--- src/rtl/dm_hart_runctrl.sv ---
// Per-hart run-control sequencer for the RISC-V debug module.
// Turns halt/resume/hartreset requests into core handshakes and produces dmstatus per-hart bits.
module dm_hart_runctrl #(
    parameter int unsigned TIMEOUT_W = 8
) (
    input  logic clk_i,
    input  logic rst_i,
    input  logic dmactive_i,
    input  logic haltreq_i,
    input  logic resumereq_i,
    input  logic hartreset_i,
    input  logic ackhavereset_i,
    input  logic hart_halted_i,
    input  logic hart_running_i,
    output logic debug_req_o,
    output logic resume_req_o,
    output logic hart_reset_o,
    output logic halted_o,
    output logic running_o,
    output logic unavail_o,
    output logic resumeack_o,
    output logic havereset_o,
    output logic err_o
);

    localparam logic [2:0] ST_UNAVAIL    = 3'd0;
    localparam logic [2:0] ST_RUNNING    = 3'd1;
    localparam logic [2:0] ST_HALT_REQ   = 3'd2;
    localparam logic [2:0] ST_HALTED     = 3'd3;
    localparam logic [2:0] ST_RESUME_REQ = 3'd4;
    localparam logic [2:0] ST_RESET      = 3'd5;

    localparam logic [TIMEOUT_W-1:0] CNT_MAX  = {TIMEOUT_W{1'b1}};
    // One below the limit: the edge that would make the count reach the limit is the timeout edge.
    localparam logic [TIMEOUT_W-1:0] CNT_LAST = CNT_MAX - TIMEOUT_W'(1'b1);

    logic [2:0]           state_r;
    logic [TIMEOUT_W-1:0] cnt_r;
    logic [2:0]           next_state_s;
    logic                 timeout_s;
    logic                 err_set_s;
    logic                 ack_set_s;
    logic                 ack_clr_s;
    logic                 enter_req_s;
    logic                 in_req_s;
    logic                 enter_reset_s;

    // Next-state selection with dmactive and hartreset overriding the per-state rules.
    always_comb begin
        next_state_s = state_r;
        err_set_s    = 1'b0;
        ack_set_s    = 1'b0;
        ack_clr_s    = 1'b0;
        timeout_s    = (cnt_r == CNT_LAST);
        if (!dmactive_i) begin
            next_state_s = ST_UNAVAIL;
        end else if (hartreset_i) begin
            next_state_s = ST_RESET;
        end else begin
            case (state_r)
                ST_UNAVAIL: begin
                    if (hart_halted_i) begin
                        next_state_s = ST_HALTED;
                    end else if (hart_running_i) begin
                        next_state_s = ST_RUNNING;
                    end else begin
                        next_state_s = ST_UNAVAIL;
                    end
                end
                ST_RUNNING: begin
                    if (hart_halted_i) begin
                        next_state_s = ST_HALTED;
                    end else if (haltreq_i) begin
                        next_state_s = ST_HALT_REQ;
                    end else if (!hart_running_i) begin
                        next_state_s = ST_UNAVAIL;
                    end else begin
                        next_state_s = ST_RUNNING;
                    end
                end
                ST_HALT_REQ: begin
                    if (hart_halted_i) begin
                        next_state_s = ST_HALTED;
                    end else if (!haltreq_i) begin
                        next_state_s = ST_RUNNING;
                    end else if (timeout_s) begin
                        next_state_s = ST_RUNNING;
                        err_set_s    = 1'b1;
                    end else begin
                        next_state_s = ST_HALT_REQ;
                    end
                end
                ST_HALTED: begin
                    if (resumereq_i && !haltreq_i) begin
                        next_state_s = ST_RESUME_REQ;
                        ack_clr_s    = 1'b1;
                    end else begin
                        next_state_s = ST_HALTED;
                    end
                end
                ST_RESUME_REQ: begin
                    if (hart_running_i && !hart_halted_i) begin
                        next_state_s = ST_RUNNING;
                        ack_set_s    = 1'b1;
                    end else if (timeout_s) begin
                        next_state_s = ST_HALTED;
                        err_set_s    = 1'b1;
                    end else begin
                        next_state_s = ST_RESUME_REQ;
                    end
                end
                ST_RESET: begin
                    next_state_s = ST_UNAVAIL;
                end
                default: begin
                    next_state_s = ST_UNAVAIL;
                end
            endcase
        end
    end

    // Entry/occupancy qualifiers for the timeout counter and havereset.
    always_comb begin
        in_req_s      = (state_r == ST_HALT_REQ) || (state_r == ST_RESUME_REQ);
        enter_req_s   = ((next_state_s == ST_HALT_REQ) || (next_state_s == ST_RESUME_REQ))
                        && (next_state_s != state_r);
        enter_reset_s = (next_state_s == ST_RESET) && (state_r != ST_RESET);
    end

    // State, counter, sticky flags and output registers; outputs decode the next state so they track state_r.
    always_ff @(posedge clk_i or posedge rst_i) begin
        if (rst_i) begin
            state_r      <= ST_UNAVAIL;
            cnt_r        <= '0;
            err_o        <= 1'b0;
            havereset_o  <= 1'b1;
            resumeack_o  <= 1'b0;
            debug_req_o  <= 1'b0;
            resume_req_o <= 1'b0;
            hart_reset_o <= 1'b0;
            halted_o     <= 1'b0;
            running_o    <= 1'b0;
            unavail_o    <= 1'b1;
        end else begin
            state_r <= next_state_s;

            if (enter_req_s) begin
                cnt_r <= '0;
            end else if (in_req_s && (cnt_r != CNT_MAX)) begin
                cnt_r <= cnt_r + TIMEOUT_W'(1'b1);
            end else begin
                cnt_r <= cnt_r;
            end

            if (!dmactive_i) begin
                err_o <= 1'b0;
            end else if (err_set_s) begin
                err_o <= 1'b1;
            end else begin
                err_o <= err_o;
            end

            if (enter_reset_s) begin
                havereset_o <= 1'b1;
            end else if (ackhavereset_i) begin
                havereset_o <= 1'b0;
            end else begin
                havereset_o <= havereset_o;
            end

            if (ack_set_s) begin
                resumeack_o <= 1'b1;
            end else if (ack_clr_s) begin
                resumeack_o <= 1'b0;
            end else begin
                resumeack_o <= resumeack_o;
            end

            debug_req_o  <= (next_state_s == ST_HALT_REQ);
            resume_req_o <= (next_state_s == ST_RESUME_REQ);
            hart_reset_o <= (next_state_s == ST_RESET);
            halted_o     <= (next_state_s == ST_HALTED)  || (next_state_s == ST_RESUME_REQ);
            running_o    <= (next_state_s == ST_RUNNING) || (next_state_s == ST_HALT_REQ);
            unavail_o    <= (next_state_s == ST_UNAVAIL) || (next_state_s == ST_RESET);
        end
    end

endmodule

--- config.mk ---
export PLATFORM = sky130hd
export DESIGN_NAME = dm_hart_runctrl
export DESIGN_NICKNAME = d
export VERILOG_FILES = /design/src/rtl/dm_hart_runctrl.sv
export SDC_FILE = /design/constraint.sdc
export NUM_CORES = 1
export LEC_CHECK = 0
export CAP_MARGIN = 20
export CORE_MARGIN = 2
export CORE_UTILIZATION = 57
export CTS_CLUSTER_SIZE = 25
export DETAILED_ROUTE_END_ITERATION = 6
export MAX_ROUTING_LAYER = met4
export PLACE_DENSITY_LB_ADDON = 0.2
export SLEW_MARGIN = 20
export SYNTH_ARGS = -nofsm -noshare
export SYNTH_HDL_FRONTEND = slang
export SYNTH_SLANG_ARGS = --single-unit
export TNS_END_PERCENT = 100
--- constraint.sdc ---
create_clock -name clk_i -period 4.9 [get_ports clk_i]
set_input_delay 1.225 -clock clk_i [delete_from_list [all_inputs] [get_ports clk_i]]
set_output_delay 1.225 -clock clk_i [all_outputs]
set_load 0.02 [all_outputs]
# After elaboration in Yosys (flattened, before gate mapping)
# Index checks and enable logic that the tools add are counted.
[op_classes]
n_addsub = 1
eq_ne = 14
n_mux = 36
reduce_logical = 17
[ops]
columns = ["operator", "n"]
rows = [
  ["$mux 1", 21],
  ["$mux 8", 2],
  ["$mux 3", 5],
  ["$pmux 3 s5", 1],
  ["$eq 3x2->1 const B", 4],
  ["$mux 2", 6],
  ["$eq 3x3->1 const B", 3],
  ["$add 8x1->8 const B", 1],
  ["$eq 8x8->1 const B", 1],
  ["$ne 8x8->1 const B", 1],
  ["$eq 3x1->1 const B", 2],
  ["$logic_not 3->1", 2],
  ["$reduce_bool 2->1", 3],
  ["$logic_and 1x1->1", 5],
  ["$logic_or 1x1->1", 5],
  ["$ne 3x3->1", 1],
  ["$ne 3x3->1 const B", 1],
  ["$logic_not 1->1", 2],
  ["$ne 2x1->1 const B", 1],
  ["$pmux 1 s2", 1],
]
[word_totals]
reg_bits = 20
input_bits = 9
out_inout_bits = 9
elab_cells = 79

# Depth between registers and ports, before layout
# Gate-level depths: netlist of run 1.
[logic_depth]
depth_word = 11
ltp_mapped = 8
depth_no_buf = 8

# Least setup slack after synthesis of run 1
# No wires, ideal clock.
[synth_path]
path_type = "input-to-reg"
start = "in hart_halted_i"
end = "reg cnt_r[2]"
setup_ns = 0.146
t_arrival_ns = 2.334
path_slack_ns = 2.420
cell_stages = 6
cell_sequence = "nand2b_1 nor4b_4 o31ai_4 clkinv_4 o21ai_4 a221oi_2"
[synth_via]
elab_chain_cells = 10
elab_cells_between_ends = 16
[synth_rtl]
columns = ["element", "line", "text"]
rows = [
  ["start, declared", "13", "input logic hart_halted_i,"],
  ["$logic_not 1->1", "102", "if (hart_running_i && !hart_halted_i) begin"],
  ["$logic_and 1x1->1", "102", ""],
  ["$mux 3", "102", ""],
  ["$pmux 3 s5 *", "60", "case (state_r)"],
  ["$mux 3 *", "57", "end else if (hartreset_i) begin"],
  ["$mux 3 *", "55", "if (!dmactive_i) begin"],
  ["named net next_state_s[1]", "39", "logic [2:0] next_state_s;"],
  ["$eq 3x2->1 or $eq 3x3->1 (tied branches)", "125", "enter_req_s = ((next_state_s == ST_HALT_REQ) || (next_state_s == ST_RESUME_REQ))"],
  ["$logic_or 1x1->1", "125", ""],
  ["$logic_and 1x1->1 *", "126", "&& (next_state_s != state_r);"],
  ["$mux 8 or $reduce_bool 2->1 (tied branches)", "n/a", ""],
  ["end signal, assigned", "150", "cnt_r <= cnt_r + TIMEOUT_W'(1'b1);"],
  ["end signal, assigned", "152", "cnt_r <= cnt_r;"],
  ["end, declared", "38", "logic [TIMEOUT_W-1:0] cnt_r;"],
]
# Mark *: on every way through the listed nets, which the timed path passes. The rest lies on a longest branch.
# A chain may end at the register's enable or synchronous reset.

# Worst setup path after layout of run 1
# Ends and elaborated chain as after synthesis.

==> summary.txt, run 1 <==
Synth Register Bits = 20
Slew headroom = 48.8%
Switching pwr = 0.131 mW
Mapped Cells = 115
Max capacitance violation total = 0
Wirelength per Cell = 15.2 um
Gp weighted congestion = 0.934
Pleak = 0.611 nW
Final Core Density = 73.0%
Via count = 942
Commonest non-fill, non-tap cell in the layout = dfrtp_1
Endpoint class of the critical path = flip-flop
Die height = 50.1 um
Number of synthesized flops with an enable pin = 0
RSZ-0062 raised after global routing = no
Die area = 2510 um^2
Slowest stage cell, crit path = clkdlybuf4s50_1
Placed insts = 156
CTS Root Cell = clkbuf_4
Pwr Density = 313 nW/um^2
Tcrit/Tclk final = 58.7%
Worst slack, placed = 1.72 ns
Fin Setup TNS = 0 ns
Sequential Power Share = 45.8%
Crit path kind = in2reg
Hold WS = 0.483 ns
CTS tree = done
Row count = 16
Chip Width = 50.1 um
Clk buf depth = 2
Area of the multi-input gates = 642 um^2
GRT Overall Usage = 23.8%
Status = finished, final reports clean
Max-slew violations = 0
Post-DP Area = 1400 um^2
Clock share of power = 29.7%
Setup WS post-layout = 2.02 ns
Largest net degree at the start of global routing = 21
Post-route DRC = 0
Seq/Total Area, Yosys = 41.5%
DR iter-0 viols = 27
Core area = 1980 um^2
Vias in the first global route = 921
Critical path launch point type = input pin
Post-route insts no fill = 160
Hpwl dp = 1.79 mm
Final Instance Area = 1450 um^2
Register area = 503 um^2
Worst Skew = 0.00273 ns
Syn nets = 126
Grt ovf = 0
I/O Buffers = 17
Tot Pwr = 0.453 mW
Clock sink count = 20
FFs w/ async S/R, synth = 100%
Most frequent cells in the layout = dfrtp_1, clkdlybuf4s50_1, inv_1
CP required = 5.08 ns
Reg clk slew, reported paths = 0.11 ns
Wirelength, routed = 2.43 mm
Final hold vios = 0
Worst-path fanout max = 8
# nets final = 145
Clock latency on the worst-skew pair = 0.31 ns
Global-route wire length before repair = 4.36 mm
Filler cells = 134
Starting Density = 61.2%
Layout area overhead = 19.4%
Remaining antenna violation count = 0
# diodes = 0
Count of unique library cells instantiated by Yosys = 50
Achievable Freq = 348 MHz
Fraction of power spent switching nets = 28.8%
# IOs = 18
Tmin final = 2.88 ns
VDD IR-drop max = 334 uV
Logic pwr share = 24.5%
Total CTS buffers = 3
Share of cells above drive strength 1 = 18.0%
Worst Max-Slew Pin Slew = 0.767 ns
Arr. time, crit path = 3.05 ns
Final setup vio count = 0
H-tree Lvls = 1
CTS resizes = 0
Mapped Area = 1210 um^2
Critical-path cell list = clkdlybuf4s50_1 > nand2b_1 > o221ai_2 > o31a_2 > a21oi_2 > a221oi_2
Most used DFF post-synth = dfrtp_1
Internal power = 0.323 mW
Class of the worst hold path = reg2reg
Initial antenna violation count = 0
Slowest stage delay, CP = 0.53 ns
Drt via density = 5.89
Number of post-CTS setup repair buffers = 0
DRT Pass-1 Iters = 5
Post-CTS Hold Fix Bufs = 0
YS warnings = 0
Syn avg cell area = 10.5 um^2
==> cells in the mapped netlist (all sizes together) (3+ instances only) <==
cell type,instances,area share (%)
nor2b,3,1.5
nand2,7,2.2
a21oi,10,4.4
nor2,7,2.2
nand2b,3,1.5
nand3,3,1.2
o21ai,3,2.2
dfrtp,18,37
xor2,4,2.9
a221oi,3,3.2
nor3,4,2.1
buf,3,1.8
inv,10,3.1
xnor2,3,2.8
==> metal layers <==
layer	share of wire, %	global-route usage [%]
met5	0	-
met4	3.0	13.0
met3	6.0	2.12
met2	49	38.2
met1	42	29.6
==> sequential cells by signal, summed over array words and instances, names as in the netlist <==
register / flops
unavail_o: 1
err_o: 1
havereset_o: 1
halted_o: 1
running_o: 1
state_r: 3
debug_req_o: 1
resume_req_o: 1
hart_reset_o: 1
cnt_r: 8
resumeack_o: 1
==> power by group through the flow <==
| stage | combinational, mW | clock (mW) | sequential, mW |
|---|---|---|---|
| floorplan | 0.0717 | 0 | 0.213 |
| global placement | 0.109 | 0 | 0.210 |
| detailed placement | 0.111 | 0 | 0.211 |
| CTS | 0.111 | 0.138 | 0.208 |
| global route | 0.125 | 0.144 | 0.212 |
| finish | 0.111 | 0.135 | 0.208 |
==> logic make-up (layout without fill, tap and decap cells) <==
| logic type | after synthesis | in the layout | synth area share [%] |
|---|---|---|---|
| simple gates | 39 | 39 | 20.4 |
| buf+inv | 14 | 32 | 5.57 |
| fa+ha+maj | 2 | 2 | 2.06 |
| xor+xnor | 7 | 7 | 5.68 |
| mux | 2 | 2 | 1.65 |
| compound gates | 31 | 31 | 23.1 |
| flops | 20 | 20 | 41.5 |
==> worst max-delay path: cells and delay by family <==
kind / cells / cell delay (ns)
AOI/OAI and AO/OA: 4 / 1.03
buffers and inverters: 1 / 0.53
and+or+nand+nor: 1 / 0.25
==> final cells by class <==
cell class / count / area share [%]
clock inverter: 1 / 2.07
inverter: 11 / 3.20
multi-input combinational: 81 / 44.3
clock buffer: 3 / 1.56
sequential: 20 / 34.7
tap: 27 / 2.33
timing repair buffer: 17 / 11.8
==> final timing paths <==
check,depth (start not counted),to,slack (ns),start
setup / recovery,6,cnt_r[2]$_DFFE_PP0P_,2.02,hart_halted_i
hold reg to reg,2,havereset_o$_DFFE_PP1P_,0.48,havereset_o$_DFFE_PP1P_
setup reg to reg,5,cnt_r[2]$_DFFE_PP0P_,2.71,state_r[2]$_DFF_PP0_
min in group asynchronous,2,debug_req_o$_DFF_PP0_,1.34,rst_i
max in group asynchronous,2,resumeack_o$_DFFE_PP0P_,3.09,rst_i
hold / removal,2,havereset_o$_DFFE_PP1P_,0.48,havereset_o$_DFFE_PP1P_
No activity file was read; power rests on OpenSTA's default activity.
==> inputs of run 2 (changes only) <==
--- a/config.mk
+++ b/config.mk
@@ -7,7 +7,7 @@
 export LEC_CHECK = 0
 export CAP_MARGIN = 20
 export CORE_MARGIN = 2
-export CORE_UTILIZATION = 57
+export CORE_UTILIZATION = 53
 export CTS_CLUSTER_SIZE = 25
 export DETAILED_ROUTE_END_ITERATION = 6
 export MAX_ROUTING_LAYER = met4
==> constraint.sdc (replaced) <==
create_clock -name clk_i -period 2.8 [get_ports clk_i]
set_input_delay 0.7 -clock clk_i [delete_from_list [all_inputs] [get_ports clk_i]]
set_output_delay 0.7 -clock clk_i [all_outputs]
set_load 0.02 [all_outputs]
==> run 2 against run 1 <==
Net effect: clock power up 79%; sequential share of layout area about the same; via count decreased by 2.4%; hold slack worse by 0.0010 ns; first-iteration DRC count shrank 37%; wire length is 1.4% higher; global-route usage down 2.8 points; critical endpoint unchanged.
==> summary.txt, run 2 (synthesis gave the netlist of run 1 again) <==
Reg clk slew, reported paths = 0.12 ns (about the same)
Worst-path fanout max = 8 (unchanged)
Slew headroom = 50.4% (+1.5 points)
Die height = 51.8 um (+3.4%)
CP required = 2.98 ns (-2.10 ns)
H-tree Lvls = 1 (unchanged)
DR iter-0 viols = 17 (-37%)
Layout area overhead = 19.5% (about the same)
Final setup vio count = 0 (unchanged)
Placed insts = 157 (+0.64%)
Pwr Density = 554 nW/um^2 (+77%)
# diodes = 0 (unchanged)
Crit path kind = in2reg
Class of the worst hold path = reg2reg
Number of post-CTS setup repair buffers = 0 (unchanged)
Starting Density = 55.3% (-5.8 points)
Post-route insts no fill = 161 (+0.63%)
Core area = 2190 um^2 (+11%)
Fin Setup TNS = 0 ns (unchanged)
Vias in the first global route = 893 (-3.0%)
Worst Skew = 0.00283 ns (+0.0000957 ns)
R2R Setup Slk = 0.62 ns (-2.09 ns)
Buffers and inverters on the worst path = 2 (+1)
Achievable Freq = 423 MHz
Slowest stage cell, crit path = clkdlybuf4s50_1
Arr. time, crit path = 2.55 ns (-0.50 ns)
CP Launch Point = hart_halted_i
Top delay family on crit path = compound AO/OA/AOI/OAI gates
Tcrit/Tclk final = 84.5%
CTS Root Cell = clkbuf_4
Critical-path cell list = clkdlybuf4s50_1 > nand2b_1 > nor4b_4 > o31ai_4 > clkinv_4 > o21ai_4 > a221oi_2
# IOs = 18 (unchanged)
Pleak = 0.611 nW (unchanged)
Number of flip-flops in the largest register = 8 (unchanged)
Grt ovf = 0 (unchanged)
Max-slew violations = 0 (unchanged)
GRT Overall Usage = 21.0% (-2.8 points)
DRT Pass-1 Iters = 4 (-1)
Worst r2r src = state_r[2]$_DFF_PP0_
Wirelength per Cell = 15.3 um (+0.73%)
Most frequent cells in the layout = dfrtp_1, clkdlybuf4s50_1, inv_1
CTS resizes = 0 (unchanged)
Clock latency on the worst-skew pair = 0.31 ns (about the same)
Worst Max-Slew Pin Slew = 0.744 ns (-0.0229 ns)
Largest net degree at the start of global routing = 21 (unchanged)
Clock sink count = 20 (unchanged)
Clk buf depth = 2 (unchanged)
I/O Buffers = 17 (unchanged)
Top reg by flops = cnt_r
Via count = 919 (-2.4%)
Commonest non-fill, non-tap cell in the layout = dfrtp_1
Largest regs = cnt_r x8, state_r x3
Endpoint class of the critical path = flip-flop
Global-route wire length before repair = 4.02 mm (-7.9%)
Tmin final = 2.37 ns
Row count = 17 (+1)
Remaining antenna violation count = 0 (unchanged)
Slowest stage delay, CP = 0.48 ns (-0.05 ns)
Gp weighted congestion = 0.836 (-10%)
Critical path launch point type = input pin
Initial antenna violation count = 0 (unchanged)
Tot Pwr = 0.803 mW (+77%)
Total CTS buffers = 3 (unchanged)
Status = finished, final reports clean
Min-delay src = havereset_o$_DFFE_PP1P_
Die area = 2690 um^2 (+6.9%)
RSZ-0062 raised after global routing = no
Chip Width = 51.8 um (+3.4%)
Wirelength, routed = 2.47 mm (+1.4%)
Max capacitance violation total = 0 (unchanged)
VDD IR-drop max = 586 uV (+76%)
Post-CTS Hold Fix Bufs = 0 (unchanged)
Drt via density = 5.71 (-3.0%)
Hpwl dp = 1.80 mm (+0.74%)
Share of cells above drive strength 1 = 18.0% (unchanged)
Final hold vios = 0 (unchanged)
# nets final = 145 (unchanged)
CTS tree = done
Post-route DRC = 0 (unchanged)
-- run 2: layout make-up --
class                      instances  area, um^2
clock buffer                       3        22.5
clock inverter                     1        30.0
fill                             174         742
inverter                          11        46.3
multi-input combinational         81         642
sequential                        20         503
tap                               28        35.0
timing repair buffer              17         170
-- run 2: path summary, 6_finish.rpt --
| path | endpoint | cells past startpoint |
|---|---|---|
| max in group asynchronous | state_r[1]$_DFF_PP0_ | 2 |
| worst min-delay path | havereset_o$_DFFE_PP1P_ | 2 |
| worst min register to register | havereset_o$_DFFE_PP1P_ | 2 |
| min in group asynchronous | cnt_r[6]$_DFFE_PP0P_ | 2 |
| worst max register to register | cnt_r[2]$_DFFE_PP0P_ | 5 |
| worst max-delay path | cnt_r[2]$_DFFE_PP0P_ | 7 |
-- run 2: power by group --
group	switching (mW)	internal [mW]
combinational	0.102	0.0943
clock	0.0959	0.145
sequential	0.0391	0.327
-- run 2: metrics by stage --
stage,utilization [%],area (um^2),setup WS [ns],hold slack (ns)
floorplan,-,1210,0.845,0.500
finish,66.1,1450,0.434,0.481
global route,66.1,1450,0.332,0.517
global placement,63.7,1400,0.162,0.458
detailed placement,63.7,1400,0.117,0.464
CTS,66.1,1450,0.467,0.485
-- run 2: metal layers --
metal,GRT usage [%],up-vias,wire (um)
li1,-,454,-
met1,26.4,444,1110
met2,34.4,17,1240
met3,4.02,4,87
met4,6.58,0,29
met5,-,-,0
-- run 2: tightest hold or removal path: cells and delay by family (launching register included) --
| family | cells | cell delay (ns) |
|---|---|---|
| AO/OA/AOI/OAI | 1 | 0.06 |
| buffers and inverters | 1 | 0.05 |
| flip-flops | 1 | 0.39 |
==> inputs of run 3 (changes only) <==
--- a/config.mk
+++ b/config.mk
@@ -7,7 +7,7 @@
 export LEC_CHECK = 0
 export CAP_MARGIN = 20
 export CORE_MARGIN = 2
-export CORE_UTILIZATION = 53
+export CORE_UTILIZATION = 48
 export CTS_CLUSTER_SIZE = 25
 export DETAILED_ROUTE_END_ITERATION = 6
 export MAX_ROUTING_LAYER = met4
==> constraint.sdc (replaced) <==
create_clock -name clk_i -period 2.03 [get_ports clk_i]
set_input_delay 0.5075 -clock clk_i [delete_from_list [all_inputs] [get_ports clk_i]]
set_output_delay 0.5075 -clock clk_i [all_outputs]
set_load 0.02 [all_outputs]
==> run 3 against run 2 <==
Net effect: first-iteration DRC count grew 5.9%; sequential share of layout area shrank 5.6 points; flip-flop and latch count is the same; clock-buffer cell count is the same; register-to-register slack lost 0.58 ns; total power grew 51%; die area grew 9.6%; wire length grew 19%; design area grew 20%; worst setup slack lost 0.40 ns; final cell count grew 16%; highest routed layer unchanged.
==> summary.txt, run 3 (synthesis gave the netlist of run 1 again) <==
Hold WS = 0.486 ns (+0.00490 ns)
Reg clk slew, reported paths = 0.12 ns (about the same)
Internal power = 0.844 mW (+49%)
Post-CTS Hold Fix Bufs = 0 (unchanged)
Most frequent cells in the layout = buf_4, dfrtp_1, clkdlybuf4s50_1
Die height = 54.3 um (+4.7%)
GRT Overall Usage = 21.4% (+0.38 points)
Drt via density = 5.57 (-2.4%)
Placed insts = 179 (+14%)
Post-DP Area = 1550 um^2 (+11%)
Sequential Power Share = 41.5% (-4.1 points)
Die area = 2940 um^2 (+9.6%)
Arr. time, crit path = 2.18 ns (-0.37 ns)
Final Core Density = 71.6% (+5.4 points)
Core area = 2430 um^2 (+11%)
Commonest non-fill, non-tap cell in the layout = buf_4
CTS Root Cell = clkbuf_4
Logic pwr share = 31.2% (+6.7 points)
Chip Width = 54.3 um (+4.7%)
Crit path kind = reg2reg
CP required = 2.21 ns (-0.77 ns)
Remaining antenna violation count = 0 (unchanged)
Slowest stage cell, crit path = dfrtp_1
# IOs = 18 (unchanged)
Tcrit/Tclk final = 98.3%
Gp weighted congestion = 0.852 (+1.9%)
Post-route DRC = 0 (unchanged)
Top delay family on crit path = compound AO/OA/AOI/OAI gates
Pwr Density = 696 nW/um^2 (+26%)
Share of cells above drive strength 1 = 38.2% (+20 points)
Wirelength, routed = 2.94 mm (+19%)
Tot Pwr = 1.21 mW (+51%)
Total CTS buffers = 3 (unchanged)
Switching pwr = 0.368 mW (+55%)
Class of the worst hold path = in2async
CTS tree = done
Achievable Freq = 501 MHz
Setup WS post-layout = 0.0353 ns (-0.398 ns)
Tmin final = 1.99 ns
Endpoint class of the critical path = flip-flop
Critical path launch point type = flip-flop
Clock sink count = 20 (unchanged)
VDD IR-drop max = 563 uV (-3.9%)
Pleak = 0.762 nW (+25%)
Slowest stage delay, CP = 0.45 ns (-0.03 ns)
Worst slack, placed = -0.337 ns (-0.454 ns)
Largest regs = cnt_r x8, state_r x3
Initial antenna violation count = 0 (unchanged)
Worst r2r src = state_r[2]$_DFF_PP0_
Number of flip-flops in the largest register = 8 (unchanged)
Slew headroom = 69.5% (+19 points)
# nets final = 169 (+17%)
Via count = 1042 (+13%)
Max capacitance violation total = 0 (unchanged)
Worst Max-Slew Pin Slew = 0.457 ns (-0.286 ns)
Starting Density = 49.8% (-5.5 points)
Worst-path fanout max = 8 (unchanged)
Wirelength per Cell = 15.7 um (+2.5%)
Post-route insts no fill = 187 (+16%)
CP Launch Point = state_r[2]$_DFF_PP0_
I/O Buffers = 17 (unchanged)
Clock latency on the worst-skew pair = 0.31 ns (about the same)
Vias in the first global route = 1009 (+13%)
Largest net degree at the start of global routing = 13 (-38%)
DRT Pass-1 Iters = 5 (+1)
Layout area overhead = 43.6%
Row count = 18 (+1)
Fin Setup TNS = 0 ns (unchanged)
Status = finished, final reports clean
Clock share of power = 27.4% (-2.6 points)
Worst Skew = 0.00617 ns (+0.00334 ns)
Fraction of power spent switching nets = 30.4% (+0.82 points)
Final hold vios = 0 (unchanged)
Clk buf depth = 2 (unchanged)
Hpwl dp = 2.14 mm (+19%)
Critical-path cell list = buf_4 > xnor2_2 > nor4_2 > o31a_2 > a21oi_4 > a21oi_1
Global-route wire length before repair = 4.42 mm (+10%)
Buffers and inverters on the worst path = 1 (-1)
Final Instance Area = 1740 um^2 (+20%)
Top reg by flops = cnt_r
DR iter-0 viols = 18 (+1)
Final setup vio count = 0 (unchanged)
H-tree Lvls = 1 (unchanged)
Max-slew violations = 0 (unchanged)
# diodes = 0 (unchanged)
Grt ovf = 0 (unchanged)
==> run 3: worst paths after layout <==
| check | endpoint | slack [ns] | depth (start not counted) |
|---|---|---|---|
| worst max-delay path | cnt_r[3]$_DFFE_PP0P_ | 0.04 | 6 |
| worst min-delay path | debug_req_o$_DFF_PP0_ | 0.49 | 2 |
| worst max register to register | cnt_r[3]$_DFFE_PP0P_ | 0.04 | 6 |
| worst min register to register | resumeack_o$_DFFE_PP0P_ | 0.50 | 2 |
| max in group asynchronous | cnt_r[3]$_DFFE_PP0P_ | 1.03 | 3 |
| min in group clk_i | resumeack_o$_DFFE_PP0P_ | 0.50 | 2 |
==> run 3: final cells by class <==
cell class,instances,area (um^2)
sequential,20,507
clock buffer,3,22.5
fill,175,692
timing repair buffer,41,355
multi-input combinational,81,742
clock inverter,1,30.0
tap,30,37.5
inverter,11,46.3
==> run 3: worst reg2reg max path, delay by kind of cell, from the launching register on <==
family                 cells  cell delay (ns)
XOR/XNOR                   1             0.34
buffers and inverters      1             0.20
flip-flops                 1             0.45
AO/OA/AOI/OAI              3             0.78
AND/OR/NAND/NOR            1             0.10
==> run 3: power groups by stage <==
stage | Clock, mW | Combinational [mW] | Sequential (mW)
after floorplan | 0 | 0.173 | 0.515
after global placement | 0 | 0.324 | 0.495
after detailed placement | 0 | 0.330 | 0.499
after CTS | 0.333 | 0.338 | 0.493
after global routing | 0.346 | 0.407 | 0.509
final | 0.332 | 0.378 | 0.502
==> run 3: timing repair <==
item	4_1_cts	5_1_grt
gates resized for setup	5	18
setup buffers	1	4
gates cloned	0	0
pin swaps	3	5
setup endpoints to repair	8	11
==> run 3: routing by layer <==
layer | part of all wire [%] | vias to the layer above | track usage (%)
li1 | - | 501 | -
met1 | 42 | 510 | 26.5
met2 | 53 | 27 | 35.9
met3 | 4.1 | 4 | 3.28
met4 | 1.3 | 0 | 6.67
met5 | 0 | - | -
